[src/rtl/set_assoc_cache.sv]
// set_assoc_cache: 2-way set-associative write-back cache with LRU replacement and word-serial memory refill.
// Optional hit/miss statistics counters are enabled by defining CACHE_STATS_EN.
module set_assoc_cache #(
  parameter int ADDR_W   = 10,
  parameter int DATA_W   = 10,
  parameter int INDEX_W  = 4,
  parameter int OFFSET_W = 1
) (
  input  logic              clk,
  input  logic              rst,
  input  logic              cpu_req_valid,
  output logic              cpu_req_ready,
  input  logic              cpu_rw,
  input  logic [ADDR_W-1:0] cpu_addr,
  input  logic [DATA_W-1:0] cpu_wdata,
  output logic              cpu_resp_valid,
  output logic [DATA_W-1:0] cpu_rdata,
  output logic              mem_req,
  output logic              mem_rw,
  output logic [ADDR_W-1:0] mem_addr,
  output logic [DATA_W-1:0] mem_wdata,
  input  logic [DATA_W-1:0] mem_rdata,
  input  logic              mem_ready,
  output logic [31:0]       hit_count,
  output logic [31:0]       miss_count
);
  localparam int TAG_W = ADDR_W - INDEX_W - OFFSET_W;
  localparam int SETS  = 2 ** INDEX_W;

  typedef enum logic [1:0] {IDLE, LOOKUP, WRITEBACK, ALLOCATE} state_t;
  state_t state, state_nx;

  logic [ADDR_W-1:0]         req_addr;
  logic                      req_rw;
  logic [DATA_W-1:0]         req_wdata;
  logic [OFFSET_W-1:0]       cnt;
  logic                      victim;
  logic [1:0][SETS-1:0]      valid;
  logic [1:0][SETS-1:0]      dirty;
  logic [SETS-1:0]           lru;
  logic [TAG_W-1:0]          tags [2][SETS];
  logic [DATA_W-1:0]         data [2][SETS*(2**OFFSET_W)];

  logic [TAG_W-1:0]    tag;
  logic [INDEX_W-1:0]  idx;
  logic [OFFSET_W-1:0] off;
  logic hit0, hit1, hit, hway, vway, last, accept, xfer;

  assign tag    = req_addr[ADDR_W-1 -: TAG_W];
  assign idx    = req_addr[OFFSET_W +: INDEX_W];
  assign off    = req_addr[OFFSET_W-1:0];
  assign hit0   = valid[0][idx] && tags[0][idx] == tag;
  assign hit1   = valid[1][idx] && tags[1][idx] == tag;
  assign hit    = hit0 || hit1;
  assign hway   = !hit0;
  assign vway   = !valid[0][idx] ? 1'b0 : !valid[1][idx] ? 1'b1 : lru[idx];
  assign last   = &cnt;
  assign accept = cpu_req_valid && cpu_req_ready;
  assign xfer   = (state == WRITEBACK || state == ALLOCATE) && mem_ready;

  assign cpu_req_ready  = state == IDLE && !rst;
  assign cpu_resp_valid = state == LOOKUP && hit;
  assign cpu_rdata      = cpu_resp_valid ? (req_rw ? req_wdata : data[hway][{idx, off}]) : '0;
  assign mem_req        = state == WRITEBACK || state == ALLOCATE;
  assign mem_rw         = state == WRITEBACK;
  assign mem_addr       = state == WRITEBACK ? {tags[victim][idx], idx, cnt} :
                          state == ALLOCATE  ? {tag, idx, cnt} : '0;
  assign mem_wdata      = state == WRITEBACK ? data[victim][{idx, cnt}] : '0;

  always_comb begin
    state_nx = state;
    case (state)
      IDLE:      state_nx = cpu_req_valid ? LOOKUP : IDLE;
      LOOKUP:    state_nx = hit ? IDLE : (valid[vway][idx] && dirty[vway][idx]) ? WRITEBACK : ALLOCATE;
      WRITEBACK: state_nx = mem_ready && last ? ALLOCATE : WRITEBACK;
      ALLOCATE:  state_nx = mem_ready && last ? LOOKUP : ALLOCATE;
      default:   state_nx = IDLE;
    endcase
  end

  always_ff @(posedge clk or posedge rst) begin
    if (rst) begin
      state     <= IDLE;
      cnt       <= '0;
      victim    <= 1'b0;
      req_addr  <= '0;
      req_rw    <= 1'b0;
      req_wdata <= '0;
      valid     <= '0;
      dirty     <= '0;
      lru       <= '0;
    end else begin
      state <= state_nx;
      if (accept) begin
        req_addr  <= cpu_addr;
        req_rw    <= cpu_rw;
        req_wdata <= cpu_wdata;
      end
      if (state == LOOKUP && hit) begin
        lru[idx] <= !hway;
        if (req_rw) dirty[hway][idx] <= 1'b1;
      end
      if (state == LOOKUP && !hit) victim <= vway;
      // cnt wraps to zero after the last word, ready for the next phase
      if (xfer) cnt <= cnt + OFFSET_W'(1);
      if (state == ALLOCATE && mem_ready && last) begin
        valid[victim][idx] <= 1'b1;
        dirty[victim][idx] <= 1'b0;
      end
    end
  end

  always_ff @(posedge clk) begin
    if (state == LOOKUP && hit && req_rw) data[hway][{idx, off}] <= req_wdata;
    if (state == ALLOCATE && mem_ready) data[victim][{idx, cnt}] <= mem_rdata;
    if (state == ALLOCATE && mem_ready && last) tags[victim][idx] <= tag;
  end

`ifdef CACHE_STATS_EN
  logic first;

  // only the first LOOKUP of a request is counted; the post-fill re-lookup is not
  always_ff @(posedge clk or posedge rst) begin
    if (rst) begin
      first      <= 1'b0;
      hit_count  <= '0;
      miss_count <= '0;
    end else begin
      first <= accept ? 1'b1 : state == LOOKUP ? 1'b0 : first;
      if (state == LOOKUP && first && hit) hit_count <= hit_count + {31'd0, ~&hit_count};
      if (state == LOOKUP && first && !hit) miss_count <= miss_count + {31'd0, ~&miss_count};
    end
  end
`else
  assign hit_count  = '0;
  assign miss_count = '0;
`endif
endmodule
[config.mk]
export PLATFORM = sky130hd
export DESIGN_NAME = set_assoc_cache
export DESIGN_NICKNAME = d
export VERILOG_FILES = /design/src/rtl/set_assoc_cache.sv
export SDC_FILE = /design/constraint.sdc
export NUM_CORES = 1
export LEC_CHECK = 0
export BUFFER_PORTS_ARGS = -buffer_cell sky130_fd_sc_hd__buf_2
export CORE_MARGIN = 5
export CORE_UTILIZATION = 40
export CTS_BUF_LIST = sky130_fd_sc_hd__clkbuf_16
export DETAILED_ROUTE_END_ITERATION = 10
export PLACE_DENSITY = 0.62
export SETUP_SLACK_MARGIN = 0.3
export SLEW_MARGIN = 10
export SYNTH_ARGS = -nofsm -noshare
export SYNTH_HDL_FRONTEND = slang
export SYNTH_SLANG_ARGS = --single-unit
[constraint.sdc]
create_clock -name clk -period 4.2 [get_ports clk]
set_input_delay 0.84 -clock clk [delete_from_list [all_inputs] [get_ports clk]]
set_output_delay 0.84 -clock clk [all_outputs]
set_load 0.05 [all_outputs]
==> results.cfg <==
[final_layout]
diodes = 0
nets = 3443
fin_cells = 4875
syn2layout_area_growth_pct = 29.3
mostFrequentLayoutCell = edfxtp_1
drive_above_1_share_pct = 38.6
post-route-util_pct = 52.2
final_area_um2 = 55100
final_cell_mix = edfxtp_1 (800), buf_4 (343), mux4_2 (254)

[routing]
routed_wl_mm = 150
via_per_inst = 6.27
drt_pass1_iterations = 5
postRouteAntennaNets = 0
wl_per_cell_um = 30.7
route.detailed.drc = 0
vias = 30545
initialDrtViolationCount = 4263

[timing]
timing.fmax_mhz = 170
drv_slew = 0
relSlewSlack_pct = 10.8
period_needed_ns = 5.87
rsz0062_at_grt = true
fin_setup_tns_ns = -433.12
fin_ws_ns = -1.67
hold_ws_ns = 0.0992
skew_ns = 0.0264
hold_violations = 0
fin_crit_sh_pct = 140
setup_viol = 682
tightest_slew_ns = 1.34

[place]
post-place-ws_ns = -1.39
port_buffers = 68
dp_hpwl_mm = 95.4
dp_cells = 4551
gp_congestion = 0.925
placed_area_um2 = 48500

[pwr]
combPwrFrac_pct = 52.2
switching_power_mw = 16.6
ir_worst_vdd_mv = 0.502
p_int_mw = 25.9
power_density_nw_per_um2 = 772
leakagePower_nw = 19.4
sw_frac_of_total_pct = 39.1
clockPowerShare_pct = 19.1
p_total_mw = 42.5
p_seq_share_pct = 28.7

[logic_synthesis]
synthArstFlopShare_pct = 11.6
netlist.area_leader.share_pct = 56.4
synth_cells = 2893
dominantRegCellSynth = edfxtp_1
synth_seq_cells = 905
seq_area_frac_synth_pct = 62.6
synth-edff-count = 800
syn_area_um2 = 42600
synth_area_leader_cell = edfxtp_1
synth.distinct_cells = 67
netlist_top_cells_area = edfxtp_1 (56%), mux4_2 (13%), dfrtp_1 (6.2%), nand3_1 (2.5%), mux2i_1 (2.4%)
syn_avg_cell_area_um2 = 14.7
yosys_warnings = 0

[cts]
cts_buffer_depth = 3
root_buffer = clkbuf_16
clkSinkCount = 905
clk_pin_slew_ns = 0.06
numCtsBuffers = 94
cts_tree = yes
clk-insertion-delay-late_ns = 0.67
ctsHtreeMaxLevel = 3
postCtsHoldBufs = 0

[floorplan]
die_area_um2 = 113000
die_w_um = 336
design.core.area_um2 = 106000
start_util_pct = 40.3
io_pins = 133
die_h_um = 336
row_count = 119

[global_route]
grt-ovfl-total = 0
grt_first_pass_wirelength_mm = 215
grt_pass1_vias = 30509
grt_max_degree = 102
grt_usage_pct = 26.0
antenna_found_initial = 3

[critical_path]
path_class = reg -> out
cp_top_family = compound AO/OA/AOI/OAI gates
arrival_ns = 5.03
crit_top_cell = buf_12
cp_max_fo = 6
critPathCaptureType = output port
path_buf_inv = 9
cp.required_ns = 3.36
cp_cell_sequence = buf_12, buf_16, buf_12, nor2b_2, a22o_1, o21bai_4, and3_4, o2111a_4, buf_6, buf_12, buf_4, a31oi_1, a21boi_0, o41ai_4, buf_4, and4_4, nand4_1, buf_4, o22ai_4, buf_12
start_kind = register
cp_slowest_stage_delay_ns = 0.53
critPathSlowestCell = dfrtp_4

[min_path]
min_path_type = in -> async

[run_status]
violations = setup timing
status = complete, but fails checks

[run]
cap_violations = 0
## registers in the layout (all words and copies together) (netlist names)
register   count
req_rw         1
state          2
tags         160
lru           16
dirty         32
data         640
req_addr      10
cnt            1
victim         1
req_wdata     10
valid         32
## cell families after synthesis
kind of cell | count (synthesis) | share of synthesized area (%)
AOI/OAI and AO/OA | 570 | 8.70
xor gates and xnor gates | 10 | 0.206
buffers and inverters | 318 | 4.06
DFF | 905 | 62.6
muxes | 392 | 16.8
other | 1 | 0.00881
and+or+nand+nor | 697 | 7.65
## worst paths after layout
check	startpoint	end	slack, ns	cells after the start
worst max register to register	req_addr[2]$_DFFE_PP0P_	data[1][150]$_DFFE_PP_	-0.81	28
worst min-delay path	rst	req_wdata[1]$_DFFE_PP0P_	0.1	2
worst max-delay path	req_addr[2]$_DFFE_PP0P_	cpu_rdata[1]	-1.67	20
max in group asynchronous	rst	req_addr[2]$_DFFE_PP0P_	3.25	3
worst min register to register	valid[30]$_DFFE_PP0P_	valid[30]$_DFFE_PP0P_	0.46	1
min in group clk	cpu_wdata[3]	req_wdata[3]$_DFFE_PP0P_	0.40	2
## metal layers
layer	routed length, um	vias up	global-route usage, %
met4	7330	0	11.1
met3	16900	384	6.56
met5	0	-	0
met2	69100	2081	40.8
met1	56400	15634	34.9
li1	-	12446	-
## area by class of cell
cell class | count | area [um2]
Timing Repair Buffer | 661 | 7690
Clock buffer | 98 | 2450
Fill cell | 8409 | 50500
Sequential cell | 905 | 26700
Multi-Input combinational cell | 1735 | 16000
Inverter | 11 | 48.8
Tap cell | 1391 | 1740
Clock inverter | 74 | 505
## worst register-to-register path: cells and delay by family, from the launching register on
kind            cells  cell delay [ns]
mux                 3             0.67
xor+xnor            1             0.24
simple gates        5             0.60
flops               1             0.53
compound gates      2             0.33
buf+inv            17             2.35
## timing repair
action | CTS | global route
gates cloned | 30 | 2
resized for setup | 263 | 93
setup buffers | 96 | 24
pin swaps | 64 | 43
endpoints found under the setup margin | 716 | 717
## power by group through the flow
stage	Clock, mW	Combinational [mW]	Sequential [mW]
after floorplan	0	9.84	12.1
after detailed placement	0	17.5	12.4
final	8.11	22.2	12.2
after global placement	0	17.2	12.3
after CTS	8.17	21.2	12.2
after global routing	8.57	22.9	12.2
## Yosys cell counts (3+ instances only)
library cell,number
a2111oi_0,4
a21boi_0,80
a21boi_1,33
a21o_1,9
a21oi_1,76
a22oi_1,10
a31oi_1,132
a32oi_1,8
a41o_1,17
a41oi_1,10
and2_1,10
buf_1,31
buf_2,59
buf_4,81
buf_6,16
clkbuf_1,117
dfrtp_1,105
edfxtp_1,800
inv_1,9
mux2_2,35
mux2i_1,103
mux4_2,254
nand2_1,205
nand2b_1,9
nand3_1,209
nand4_1,20
nor2_1,155
nor2b_1,5
nor3_1,6
nor4_1,12
o211ai_1,3
o21ai_0,107
o21ai_1,6
o22ai_1,39
o41ai_1,24
or2_2,43
or3_1,3
or4b_1,7
xnor2_1,8
No activity file was read; power rests on OpenSTA's default activity.
